--- config.mk ---
export PLATFORM = sky130hd
export DESIGN_NAME = ref_cache_req_arb
export DESIGN_NICKNAME = d
export VERILOG_FILES = /design/src/rtl/ref_cache_req_arb.sv
export SDC_FILE = /design/constraint.sdc
export NUM_CORES = 1
export LEC_CHECK = 0
export ABC_AREA = 1
export CAP_MARGIN = 20
export CORE_UTILIZATION = 41
export CTS_CLUSTER_DIAMETER = 100
export CTS_CLUSTER_SIZE = 12
export DETAILED_ROUTE_END_ITERATION = 12
export MAX_ROUTING_LAYER = met4
export PLACE_DENSITY = 0.91
export SLEW_MARGIN = 20
export SYNTH_ARGS = -nofsm -noshare
export SYNTH_HDL_FRONTEND = slang
export SYNTH_SLANG_ARGS = --single-unit
--- constraint.sdc ---
create_clock -name clk -period 3.9 [get_ports clk]
set_input_delay 0.975 -clock clk [delete_from_list [all_inputs] [get_ports clk]]
set_output_delay 0.975 -clock clk [all_outputs]
set_load 0.01 [all_outputs]
--- src/rtl/ref_cache_req_arb.sv ---
// ref_cache_req_arb
// Two-requester round-robin front end for the inter-prediction reference
// cache. Issues list-0 / list-1 fetch requests one at a time into the cache
// request port, remembers who asked in an in-order tag FIFO, and routes each
// cache output block back to its requester.
//
// Optional feature macro: CACHE_ARB_PERF_CNT_EN adds saturating grant/stall
// performance counters (grant0_cnt_out, grant1_cnt_out, stall_cnt_out).
//
// Ports:
//   clk, reset                  clock, asynchronous active-low reset
//   reqN_valid_in/data_in       request from list N (held until granted)
//   reqN_ready_out              list N granted this cycle (combinational)
//   cache_req_valid_out/data    registered request to the cache
//   cache_idle_in               cache can take a new request
//   cache_resp_valid_in         cache output block valid
//   cache_resp_ready_out        cache filter-idle (consumer of head tag ready)
//   respN_valid_out/ready_in    routed response handshake
//   outstanding_out             tag FIFO occupancy
//   arb_idle_out                nothing outstanding and arbiter in ARB
//   err_out                     sticky: response seen with empty tag FIFO
module ref_cache_req_arb #(
  parameter  int REQ_WIDTH = 64,
  parameter  int MAX_OUT   = 4,
  parameter  int CNT_WIDTH = 16,
  localparam int PTR_W     = $clog2(MAX_OUT),
  localparam int OCC_W     = PTR_W + 1
) (
  input  logic                 clk,
  input  logic                 reset,
  input  logic                 req0_valid_in,
  input  logic [REQ_WIDTH-1:0] req0_data_in,
  output logic                 req0_ready_out,
  input  logic                 req1_valid_in,
  input  logic [REQ_WIDTH-1:0] req1_data_in,
  output logic                 req1_ready_out,
  output logic                 cache_req_valid_out,
  output logic [REQ_WIDTH-1:0] cache_req_data_out,
  input  logic                 cache_idle_in,
  input  logic                 cache_resp_valid_in,
  output logic                 cache_resp_ready_out,
  output logic                 resp0_valid_out,
  output logic                 resp1_valid_out,
  input  logic                 resp0_ready_in,
  input  logic                 resp1_ready_in,
  output logic [OCC_W-1:0]     outstanding_out,
  output logic                 arb_idle_out,
  output logic                 err_out
`ifdef CACHE_ARB_PERF_CNT_EN
  ,
  output logic [CNT_WIDTH-1:0] grant0_cnt_out,
  output logic [CNT_WIDTH-1:0] grant1_cnt_out,
  output logic [CNT_WIDTH-1:0] stall_cnt_out
`endif
);

  typedef enum logic [0:0] {
    ST_ARB  = 1'b0,
    ST_HOLD = 1'b1
  } state_e;

  state_e                 state_q, state_d;
  logic                   last_q, last_d;     // side of the most recent grant
  logic [REQ_WIDTH-1:0]   data_q, data_d;
  logic                   valid_q, valid_d;
  logic [MAX_OUT-1:0]     tag_q, tag_d;       // one requester bit per slot
  logic [PTR_W-1:0]       wr_q, wr_d, rd_q, rd_d;
  logic [OCC_W-1:0]       cnt_q, cnt_d;
  logic                   err_q, err_d;

  logic fifo_empty_s;
  logic fifo_full_s;
  logic head_tag_s;
  logic any_req_s;
  logic grant_s;
  logic grant_side_s;
  logic pop_s;

  // Request arbitration and response routing decode
  always_comb begin
    fifo_empty_s = (cnt_q == {OCC_W{1'b0}});
    fifo_full_s  = (cnt_q == OCC_W'(MAX_OUT));
    head_tag_s   = tag_q[rd_q];
    any_req_s    = req0_valid_in | req1_valid_in;
    // A pop in the same cycle does not free a slot for this cycle's grant.
    grant_s      = (state_q == ST_ARB) & any_req_s & cache_idle_in & ~fifo_full_s;
    // On a tie the side that did not win last time goes next.
    if (req0_valid_in && req1_valid_in) begin
      grant_side_s = ~last_q;
    end else begin
      grant_side_s = req1_valid_in;
    end
    if (fifo_empty_s) begin
      cache_resp_ready_out = 1'b0;
    end else begin
      cache_resp_ready_out = head_tag_s ? resp1_ready_in : resp0_ready_in;
    end
    pop_s = cache_resp_valid_in & cache_resp_ready_out;
  end

  assign req0_ready_out      = grant_s & ~grant_side_s;
  assign req1_ready_out      = grant_s &  grant_side_s;
  assign resp0_valid_out     = cache_resp_valid_in & ~fifo_empty_s & ~head_tag_s;
  assign resp1_valid_out     = cache_resp_valid_in & ~fifo_empty_s &  head_tag_s;
  assign cache_req_valid_out = valid_q;
  assign cache_req_data_out  = data_q;
  assign outstanding_out     = cnt_q;
  assign arb_idle_out        = (state_q == ST_ARB) & fifo_empty_s;
  assign err_out             = err_q;

  // Arbiter FSM next state; HOLD covers the cache's one-cycle idle lag
  always_comb begin
    state_d = state_q;
    last_d  = last_q;
    data_d  = data_q;
    valid_d = 1'b0;
    case (state_q)
      ST_ARB: begin
        if (grant_s) begin
          state_d = ST_HOLD;
          last_d  = grant_side_s;
          data_d  = grant_side_s ? req1_data_in : req0_data_in;
          valid_d = 1'b1;
        end else begin
          state_d = ST_ARB;
        end
      end
      ST_HOLD: begin
        state_d = ST_ARB;
      end
      default: begin
        state_d = ST_ARB;
      end
    endcase
  end

  // Tag FIFO next state and sticky error flag
  always_comb begin
    tag_d = tag_q;
    wr_d  = wr_q;
    rd_d  = rd_q;
    cnt_d = cnt_q;
    if (grant_s) begin
      tag_d[wr_q] = grant_side_s;
      wr_d        = wr_q + PTR_W'(1);
    end else begin
      wr_d = wr_q;
    end
    if (pop_s) begin
      rd_d = rd_q + PTR_W'(1);
    end else begin
      rd_d = rd_q;
    end
    case ({grant_s, pop_s})
      2'b10:   cnt_d = cnt_q + OCC_W'(1);
      2'b01:   cnt_d = cnt_q - OCC_W'(1);
      default: cnt_d = cnt_q;
    endcase
    err_d = err_q | (cache_resp_valid_in & fifo_empty_s);
  end

  // State, request and tag FIFO registers
  always_ff @(posedge clk or negedge reset) begin
    if (!reset) begin
      state_q <= ST_ARB;
      last_q  <= 1'b1;
      data_q  <= {REQ_WIDTH{1'b0}};
      valid_q <= 1'b0;
      tag_q   <= {MAX_OUT{1'b0}};
      wr_q    <= {PTR_W{1'b0}};
      rd_q    <= {PTR_W{1'b0}};
      cnt_q   <= {OCC_W{1'b0}};
      err_q   <= 1'b0;
    end else begin
      state_q <= state_d;
      last_q  <= last_d;
      data_q  <= data_d;
      valid_q <= valid_d;
      tag_q   <= tag_d;
      wr_q    <= wr_d;
      rd_q    <= rd_d;
      cnt_q   <= cnt_d;
      err_q   <= err_d;
    end
  end

`ifdef CACHE_ARB_PERF_CNT_EN
  logic [CNT_WIDTH-1:0] g0_cnt_q, g1_cnt_q, st_cnt_q;
  logic                 stall_s;

  function automatic logic [CNT_WIDTH-1:0] sat_inc(input logic [CNT_WIDTH-1:0] v,
                                                   input logic inc);
    if (inc && (v != {CNT_WIDTH{1'b1}})) begin
      return v + CNT_WIDTH'(1);
    end else begin
      return v;
    end
  endfunction

  // Stall: a request is waiting in ARB but cannot be issued
  always_comb begin
    stall_s = (state_q == ST_ARB) & any_req_s & ~grant_s;
  end

  // Saturating performance counters
  always_ff @(posedge clk or negedge reset) begin
    if (!reset) begin
      g0_cnt_q <= {CNT_WIDTH{1'b0}};
      g1_cnt_q <= {CNT_WIDTH{1'b0}};
      st_cnt_q <= {CNT_WIDTH{1'b0}};
    end else begin
      g0_cnt_q <= sat_inc(g0_cnt_q, req0_ready_out);
      g1_cnt_q <= sat_inc(g1_cnt_q, req1_ready_out);
      st_cnt_q <= sat_inc(st_cnt_q, stall_s);
    end
  end

  assign grant0_cnt_out = g0_cnt_q;
  assign grant1_cnt_out = g1_cnt_q;
  assign stall_cnt_out  = st_cnt_q;
`endif

endmodule

Word-level counts from Yosys, hierarchy flattened
Index checks and enable logic that the tools add are counted.
{"block": "totals", "inputBits": 136, "register_bits": 79, "out_inout_bits": 75, "wordCells": 56}
{"block": "classes", "n_addsub": 4, "reduce_logical": 5, "order_cmp": 3, "n_mux": 13, "eq_ne": 3, "n_bitwise": 19}
{"cell": "$mux 64", "n": 1}
{"cell": "$and 1x1->1", "n": 11}
{"cell": "$mux 1", "n": 7}
{"cell": "$lt 2x3->1 const B", "n": 2}
{"cell": "$not 1->1", "n": 6}
{"cell": "$pmux 3 s2", "n": 1}
{"cell": "$add 2x1->2 const B", "n": 2}
{"cell": "$bwmux 4", "n": 1}
{"cell": "$add 3x1->3 const B", "n": 1}
{"cell": "$eq 3x3->1 const B", "n": 1}
{"cell": "$logic_not 3->1", "n": 1}
{"cell": "$sub 3x1->3 const B", "n": 1}
{"cell": "$bmux 1 s2", "n": 1}
{"cell": "$demux 1 s2", "n": 1}
{"cell": "$eq 2x1->1 const B", "n": 1}
{"cell": "$eq 2x2->1 const B", "n": 1}
{"cell": "$ge 2x1->1 const B", "n": 1}
{"cell": "$logic_and 1x1->1", "n": 2}
{"cell": "$or 1x1->1", "n": 2}
{"cell": "$pmux 1 s2", "n": 1}
{"cell": "$reduce_and 2->1", "n": 1}
{"cell": "$reduce_bool 2->1", "n": 1}

Depth between registers and ports, before layout
Gate-level depths: netlist of the first run.
{"block": "logic_depth", "depth_word": 7, "ltp_mapped": 13, "depth_no_buf": 13}

Worst setup path before layout of the first run
Ideal clock, no wire load.
{"block": "synth_timing", "path_kind": "input -> output", "start": "input cache_idle_in", "end": "output req0_ready_out", "t_arrival_ns": 1.684, "required_time_ns": 2.925, "n_path_buf": 2, "setup_slack_ns": 1.241, "path_stages": 6, "path_cell_list": "inv_1 > nor3_2 > nand2_2 > nor2_2 > buf_4 > buf_6"}
{"block": "synth_via", "elab_chain_len": 3}
{"element": "start, declared", "line_no": "39", "text": "input logic cache_idle_in,"}
{"element": "$and 1x1->1 (2 in series)", "line_no": "86", "text": "grant_s = (state_q == ST_ARB) & any_req_s & cache_idle_in & ~fifo_full_s;"}
{"element": "$and 1x1->1", "line_no": "101", "text": "assign req0_ready_out = grant_s & ~grant_side_s;"}
{"element": "end, declared", "line_no": "33", "text": "output logic req0_ready_out,"}
No other way between the ends.

Worst setup path in the final report of the first run
{"block": "layout_timing", "start": "input req0_valid_in", "end": "output req0_ready_out"}
{"block": "layout_via", "elab_chain_len": 5, "elab_cells_between_ends": 8, "classes_between": "mux (1); bitwise (6); reduce/logical (1)"}
{"element": "start, declared", "line_no": "31", "text": "input logic req0_valid_in,"}
{"element": "$or 1x1->1", "line_no": "84", "text": "any_req_s = req0_valid_in | req1_valid_in;"}
{"element": "$and 1x1->1 (3 in series)", "line_no": "86"}
{"element": "$and 1x1->1 (*)", "line_no": "101"}
Every way passes the cells marked *; elsewhere a longest branch is shown, timed or not.

==> results.py, run 1 <==
metrics = {
    "status": {
        "status": "finished, final reports clean",
    },
    "worst_setup_path": {
        "cp.required_ns": 2.92,
        "cp_max_fo": 6,
        "crit_arrival_ns": 2.56,
        "critical_path_class": "input port to primary output",
        "start_kind": "input port",
        "cp-end-kind": "primary output",
    },
    "layout": {
        "regArea_um2": 1950,
        "syn_to_final_growth_pct": 67.0,
        "nets": 778,
        "multi_input_area_um2": 1410,
        "diodes": 0,
        "nFillCells": 621,
        "instances_no_fill": 745,
        "drive_above_1_share_pct": 3.91,
    },
    "yosys": {
        "synth-async-reset-ratio_pct": 100,
        "synth_flop_cell": "dfrtp_1",
        "avgSynthCellArea_um2": 8.19,
        "syn_nets": 575,
        "ys_ff_latch": 78,
        "yosys-top-cells-area": "dfrtp_1, nand2_1, nand3_1",
        "yosys.area.top_type": "dfrtp_1",
        "ys_seq_area_share_pct": 55.0,
        "syn_inst": 433,
        "yosysWarnings": 0,
        "synth_cell_types": 24,
        "synth_edf_count": 0,
        "syn-cell-area_um2": 3550,
        "synth_top_area_share_pct": 54.3,
    },
    "floorplanning": {
        "start_util_pct": 42.8,
        "die-area_um2": 9030,
        "chipWidth_um": 95.0,
        "die_height_um": 95.0,
        "ios": 211,
        "row_count": 33,
        "core_um2": 8300,
    },
    "place": {
        "dp_hpwl_um": 7680,
        "place_inst": 730,
        "pre_cts_slack_ns": 0.280,
        "port_buffers": 210,
        "gp_congestion": 0.793,
    },
    "timing": {
        "rsz0062_at_grt": "no",
        "period_minus_slack_ns": 3.53,
        "finalCritPeriodShare_pct": 90.6,
        "hold_viol": 0,
        "final_max_slew_viol_count": 0,
        "skew_ns": 0.00801,
        "max_freq_mhz": 283,
        "finalSetupTns_ns": 0,
        "layout_setup_ws_ns": 0.368,
        "slew_headroom_pct": 36.8,
        "worst_pin_slew_ns": 0.948,
        "setup_viol": 0,
    },
    "routing": {
        "drtPass1Iterations": 6,
        "vias_per_cell": 4.94,
        "drt_iter0_drc": 133,
        "drc": 0,
        "routedWlPerCell_um": 14.1,
        "drt_wl_total_um": 10500,
        "ant_nets": 0,
        "vias": 3678,
    },
    "cts": {
        "ctsResizeCount": 0,
        "clk_pin_slew_worst_paths_ns": 0.07,
        "clk_latency_ns": 0.34,
        "hold_buffers": 0,
        "cts_setup_buffers": 0,
        "h-tree-depth": 3,
        "tritoncts": "built",
        "numClockSinks": 78,
        "cts_root_buffer": "clkbuf_8",
        "cts_buffer_depth": 2,
        "cts_buffers": 9,
    },
    "global_route": {
        "antenna_found_initial": 0,
        "grt_pass1_wl_um": 15800,
        "grt_overflow": 0,
        "track_usage_pct": 23.7,
        "grt_pass1_vias": 3476,
        "grt_start_max_net_pins": 79,
    },
    "job": {
        "drv_cap": 0,
    },
    "pwr": {
        "cellPowerDensity_nw_per_um2": 681,
        "p_leak_uw": 0.00268,
        "peakVddDrop_uv": 386,
    },
    "worst_hold_path": {
        "hp-class": "flip-flop to flip-flop",
    },
}
[cell usage after synthesis (2+ instances only)]
| cell | instances |
|---|---|
| ha_1 | 5 |
| inv_1 | 14 |
| nand2_1 | 215 |
| dfrtp_1 | 77 |
| o21ai_0 | 7 |
| a21oi_1 | 2 |
| xor2_1 | 2 |
| nor2_2 | 2 |
| buf_6 | 4 |
| xnor2_1 | 2 |
| buf_2 | 10 |
| nand4_1 | 2 |
| clkbuf_1 | 2 |
| buf_4 | 5 |
| nand3_1 | 69 |
| nor2_1 | 7 |
[state kept, by name, summed over array words and instances (netlist names)]
signal and flops:
err_out 1, state_q 1, outstanding_out 3, wr_q 2, last_q 1, cache_req_data_out 64, rd_q 2, tag_q 4
[worst paths after layout]
path                                    startpoint                      to  slack (ns)  cells past startpoint
worst min register to register            tag_q[3]                tag_q[3]        0.50                      2
worst max-delay path                 req0_valid_in          req0_ready_out        0.37                      6
worst max register to register  outstanding_out[1]      outstanding_out[2]        1.21                     10
worst min-delay path                      tag_q[3]                tag_q[3]        0.50                      2
min in group asynchronous                    reset  cache_req_data_out[54]        0.80                      1
max in group asynchronous                    reset   cache_req_data_out[3]        2.51                      1
[through the flow]
| stage | instance area (µm²) | hold slack (ns) | total power [µW] | utilization [%] |
|---|---|---|---|---|
| finish | 5930 | 0.497 | 4040 | 71.4 |
| global placement | 5670 | 0.463 | 3240 | 68.3 |
| floorplan | 3550 | 0.453 | 2240 | - |
| detailed placement | 5670 | 0.482 | 3310 | 68.3 |
| CTS | 5930 | 0.500 | 4080 | 71.4 |
| global route | 5930 | 0.518 | 4310 | 71.4 |
[where the power goes]
part | switching, µW | internal (µW) | total (µW)
clock | 271 | 474 | 745
combinational | 844 | 1010 | 1850
sequential | 249 | 1190 | 1440
[cell type report]
cell class	count	share of cell area [%]
Timing Repair Buffer	213	35.8
Sequential cell	78	33.0
Multi-Input combinational cell	318	23.7
Clock buffer	12	2.79
Tap cell	105	2.22
Clock inverter	3	1.52
Inverter	16	1.01
[routing by layer]
metal | up-vias | wire length [µm] | track usage, %
met3 | 18 | 860 | 6.14
met2 | 167 | 5360 | 40.2
li1 | 1772 | - | -
met5 | - | 0 | -
met1 | 1721 | 4060 | 26.9
met4 | 0 | 191 | 9.22
[worst max-delay path, cell delays in order]
cell             delay, ns
clkdlybuf4s50_1       0.50
nand2_1               0.07
nand2_1               0.20
inv_1                 0.11
nor2_4                0.15
clkdlybuf4s50_1       0.55
[cell usage in the layout, fill, tap and decap left out, types with 2 or more instances in the layout]
cell type / Yosys / layout
xnor2_1: 2 / 2
bufinv_16: 0 / 3
xor2_1: 2 / 2
buf_4: 5 / 4
ha_1: 5 / 5
inv_1: 14 / 14
nor2_1: 7 / 7
o21ai_0: 7 / 7
a21oi_1: 2 / 2
clkbuf_8: 0 / 12
clkdlybuf4s50_1: 0 / 209
nand4_1: 2 / 2
nor2_4: 0 / 2
nand2_1: 215 / 215
dfrtp_1: 77 / 77
nand3_1: 69 / 69
[cells by family after synthesis]
family / after synthesis / share of synthesized area (%)
simple gates: 298 / 34.5
flops: 78 / 55.0
compound gates: 10 / 1.48
buf+inv: 37 / 5.64
fa+ha+maj: 6 / 2.33
xor+xnor: 4 / 0.987
No activity file was read; power rests on OpenSTA's default activity.
==> run 2, diff against run 1 <==
- CORE_ASPECT_RATIO: default -> 0.9
- CORE_UTILIZATION: 41 -> 30
- PLACE_DENSITY: 0.91 -> 0.71
- clock period: 3.9 -> 4.35 ns (I/O delays scaled with it)
==> run 2 against run 1 <==
Register-to-register slack better by 0.84 ns. Power is 7.3% lower. Wire length is 0.33% lower. Utilization is 19 points lower. Die area is 36% higher. Global-route usage is 5.9 points lower. Non-clock buffer count is 1 higher. Combinational power is 10% lower. Sequential share of layout area is 0.75 points lower. Design area is 2.3% higher. Critical endpoint unchanged.
==> results.py, run 2 (synthesis results as in run 1) <==
metrics = {
    "floorplanning": {
        "ios": 211,
        "die-area_um2": 12300,
        "start_util_pct": 30.9,
        "die_height_um": 105,
        "row_count": 37,
        "core_um2": 11500,
        "chipWidth_um": 117,
    },
    "worst_setup_path": {
        "cp_max_fo": 6,
        "cp-end-kind": "primary output",
        "cp.required_ns": 3.26,
        "critical_path_class": "input port to primary output",
        "start_kind": "input port",
        "crit_arrival_ns": 2.62,
    },
    "routing": {
        "drtPass1Iterations": 5,
        "vias_per_cell": 4.52,
        "drt_iter0_drc": 107,
        "vias": 3606,
        "routedWlPerCell_um": 13.1,
        "drt_wl_total_um": 10400,
        "drc": 0,
        "ant_nets": 0,
    },
    "cts": {
        "hold_buffers": 0,
        "cts_root_buffer": "clkbuf_16",
        "ctsResizeCount": 0,
        "tritoncts": "built",
        "clk_pin_slew_worst_paths_ns": 0.06,
        "h-tree-depth": 3,
        "cts_setup_buffers": 0,
        "clk_latency_ns": 0.32,
        "cts_buffers": 9,
        "numClockSinks": 78,
        "cts_buffer_depth": 2,
    },
    "layout": {
        "largest_reg_flops": 64,
        "diodes": 0,
        "finish.utilization_pct": 52.8,
        "syn_to_final_growth_pct": 70.9,
        "final_common_cell": "nand2_1",
        "instances_no_fill": 797,
        "drive_above_1_share_pct": 4.06,
        "nets": 779,
        "mostFrequentLayoutCells": "nand2_1, clkdlybuf4s50_1, dfrtp_1",
    },
    "global_route": {
        "use_met1_pct": 21.2,
        "track_usage_pct": 17.8,
        "antenna_found_initial": 0,
        "top_usage_layer": "met2",
        "met3_usage_pct": 4.47,
        "grt_pass1_vias": 3598,
        "grt_util_met2_pct": 29.6,
        "grt_start_max_net_pins": 79,
        "grt_pass1_wl_um": 16700,
        "grt_overflow": 0,
    },
    "worst_hold_path": {
        "hp-class": "flip-flop to flip-flop",
    },
    "timing": {
        "hold_viol": 0,
        "worst_pin_slew_ns": 0.984,
        "skew_ns": 0.00418,
        "final_max_slew_viol_count": 0,
        "rsz0062_at_grt": "no",
        "finalCritPeriodShare_pct": 85.1,
        "period_minus_slack_ns": 3.70,
        "setup_viol": 0,
        "max_freq_mhz": 270,
        "slew_headroom_pct": 34.4,
        "finalSetupTns_ns": 0,
        "layout_setup_ws_ns": 0.646,
    },
    "place": {
        "dp_hpwl_um": 7610,
        "gp_congestion": 0.765,
        "port_buffers": 210,
        "pre_cts_slack_ns": 0.600,
        "place_inst": 782,
    },
    "pwr": {
        "peakVddDrop_uv": 299,
        "cellPowerDensity_nw_per_um2": 618,
        "p_leak_uw": 0.00271,
    },
    "status": {
        "status": "finished, final reports clean",
    },
    "job": {
        "drv_cap": 0,
    },
}
==> run 2: area by class of cell <==
class / instances / area [µm²]
repair buffers: 214 / 2130
multi-input cells: 318 / 1410
clock inverters: 4 / 70.1
well taps: 156 / 195
clock buffers: 11 / 253
inverters: 16 / 60.1
flip-flops and latches: 78 / 1950
fillers: 1066 / 5420
==> run 2: power breakdown <==
group	internal [µW]	total, µW	switching (µW)
Sequential	1070	1280	210
Combinational	906	1660	752
Clock	528	808	280
Total	2500	3750	1240
==> run 2: routing by layer <==
metal	vias to the layer above	wire [µm]	share of wire [%]
met5	-	0	0
li1	1773	-	-
met1	1697	4510	43
met4	0	114	1.1
met2	125	5150	49
met3	11	668	6.4
==> run 2: worst max-delay path, stage by stage <==
cell,delay (ns)
clkdlybuf4s50_1,0.48
nand2_1,0.05
nand2_1,0.18
inv_1,0.11
nor2_4,0.13
clkdlybuf4s50_1,0.58
==> run 2: final timing paths <==
| check | start | to | slack (ns) | cells after the start |
|---|---|---|---|---|
| setup / recovery | req0_valid_in | req0_ready_out | 0.65 | 6 |
| hold / removal | err_out | err_out | 0.49 | 1 |
| setup reg to reg | outstanding_out[1] | outstanding_out[2] | 2.05 | 10 |
| hold reg to reg | err_out | err_out | 0.49 | 1 |
| max in group asynchronous | reset | cache_req_data_out[0] | 2.80 | 1 |
| min in group asynchronous | reset | rd_q[1] | 0.93 | 1 |
==> run 2: through the flow <==
stage	hold WS (ns)	area, µm²	total power (µW)
after floorplan	0.453	3550	2010
after global placement	0.470	5740	2920
after detailed placement	0.474	5740	2960
after CTS	0.496	6070	3800
after global routing	0.507	6070	4000
final	0.488	6070	3750
==> edit: new RTL, settings of run 2 <==
The option `CACHE_ARB_PERF_CNT_EN` is turned on by a define.
--- a/src/rtl/ref_cache_req_arb.sv
+++ b/src/rtl/ref_cache_req_arb.sv
@@ -21,2 +21,4 @@
 //   err_out                     sticky: response seen with empty tag FIFO
+`define CACHE_ARB_PERF_CNT_EN
+
 module ref_cache_req_arb #(
Function (old outputs only; new: grant0_cnt_out, grant1_cnt_out and stall_cnt_out): kept (equiv_simple and equiv_induct, registers matched by name and starting in step).
==> edit against run 2 <==
  * Synthesized cell count grew 100%
  * Count of clock-buffer cells in the layout up 9
  * Area after synthesis rose by 86%
  * Worst setup slack lost 0.078 ns
  * Sequential cell count is 48 higher
  * Routed wire length rose by 87%
  * Core utilization is 6.5 points lower
  * Clock power up 86%
  * Largest cell class is now sequential cells
  * Register-to-register slack lost 0.35 ns
  * Sequential power increased by 45%
  * Critical path depth unchanged
  * Highest routed layer unchanged
  * Sequential share of layout area down 0.75 points
  * Total power up 45%
  * Cell area increased by 65%
==> edit: results (changes against run 2) <==
* Status: finished, final reports clean
* Routability cong. at 0.8954 (+17%)
* Setup bufs post-CTS at 0 (unchanged)
* Post-synth ARST share at 100.0% (unchanged)
* # H-tree levels at 4 (+1)
* Synth Area per Inst at 7.496 µm² (-8.5%)
* Total track usage at 17.73% (-0.056 points)
* Min-delay src: err_out
* Max FFs per register at 64 (unchanged)
* Wire length on met1 at 9.105 mm (+100%)
* Number of global-route vias before repair at 5,910 (+64%)
* Share of cells above drive strength 1 at 5.575% (+1.5 points)
* R2r startpoint: outstanding_out[0]
* Synth cell count leaders: 455 x nand2_1, 125 x dfrtp_1, 84 x nand3_1
* Synth warn at 0 (unchanged)
* Vias at 6,406 (+78%)
* Routed wl met3 at 1.333 mm (+100%)
* WHS Endpoint: err_out
* Largest cells by area after synthesis: dfrtp_1 47%, nand2_1 26%, nand3_1 6.4%
* Syn nets at 1,027 (+79%)
* Global-route wire length before repair at 30.13 mm (+81%)
* # resized after CTS at 0 (unchanged)
* DP Worst Slack at 0.5206 ns (-0.07965 ns)
* I/O Buffers at 258 (+23%)
* Worst hold path depth at 1 (unchanged)
* Met2 wire len at 8.780 mm (+71%)
* Num CTS Buffers at 17 (+8)
* Via density at 4.452 (-1.6%)
* Met1 usage at 22.82% (+1.6 points)
* DR iter-0 viols at 359 (+240%)
* Worst-Skew Late Latency at 0.41 ns (+0.09 ns)
* Fin nets at 1,281 (+64%)
* R2R Setup Slk at 1.70 ns (-0.35 ns)
* # setup viols final at 0 (unchanged)
* DPL Wire Length at 13.59 mm (+79%)
* Power Density at 540.1 nW/µm² (-13%)
* Leak at 4.479 nW (+65%)
* Crit-path max FO at 7 (+1)
* WHS at 0.4756 ns (-0.01222 ns)
* Worst slew pin tran at 0.8961 ns (-0.08752 ns)
* Reg-to-reg endpoint: outstanding_out[2]
* Worst Path Arrival at 2.69 ns (+0.07 ns)
* Area share of the largest cell type after synthesis at 47.31% (-7.0 points)
* Fillers at 2,044 (+92%)
* Placed insts at 1,408 (+80%)
* VDD IR max at 0.2275 mV (-24%)
* Placed inst area at 9415 µm² (+64%)
* Seq/Total Area, Yosys at 47.71% (-7.3 points)
* Post-synthesis cell type count at 30 (+25%)
* Met3 Resource Use GR at 4.795% (+0.33 points)
* M2 GR Usage at 27.10% (-2.5 points)
* HP Class: reg -> reg
* Top Layer Used: met4
* Root Driver: clkbuf_16
* Skew final at 0.009163 ns (+0.004985 ns)
* Pin count of the biggest net entering global routing at 68 (-14%)
* Post-Route WL at 19.51 mm (+87%)
edit: changes by cell type in the layout (fill, tap and decap cells not counted), moves of 6 or more:
cell | before | now
nand2_1 | 215 | 455
clkdlybuf4s50_1 | 209 | 257
dfrtp_1 | 77 | 125
nor2_1 | 7 | 53
inv_1 | 14 | 39
nand3_1 | 69 | 84
xnor2_1 | 2 | 14
nand4_1 | 2 | 13
o21ai_0 | 7 | 17
xor2_1 | 2 | 11
clkbuf_16 | 9 | 17
nor2_4 | 2 | 10
nand2_2 | 1 | 7
edit: how the worst max path moves through the flow:
stage / startpoint / endpoint / slack [ns] / depth (start not counted)
after floorplan: req0_valid_in / req0_ready_out / 1.40 / 6
after global placement: req0_valid_in / req0_ready_out / 0.53 / 6
after detailed placement: req0_valid_in / req0_ready_out / 0.52 / 6
after CTS: req0_valid_in / req0_ready_out / 0.53 / 6
after global routing: req0_valid_in / req0_ready_out / 0.45 / 6
final: req0_valid_in / req0_ready_out / 0.57 / 6
edit: report_power, final:
group | switching [mW] | internal, mW
registers | 0.293 | 1.57
logic | 0.986 | 1.07
clock network | 0.528 | 0.968
edit: layout make-up:
class | instances | area share (%)
repair buffers | 262 | 26.15
well taps | 291 | 3.631
clock buffers | 20 | 4.454
flip-flops and latches | 126 | 31.45
multi-input cells | 686 | 31.04
clock inverters | 11 | 1.659
inverters | 43 | 1.609
edit: logic make-up (layout without fill, tap and decap cells):
group,Yosys count,after routing,share of synthesized area (%)
simple gates,631,631,40.16
flops,126,126,47.71
buf+inv,70,336,5.204
xor+xnor,25,25,3.312
compound gates,21,21,1.798
fa+ha+maj,9,9,1.817
edit: worst max-delay path, cell delays in order:
cell,delay (ns)
clkdlybuf4s50_1,0.48
nand2_1,0.05
nand2_1,0.25
inv_2,0.10
nor2_4,0.12
clkdlybuf4s50_1,0.61
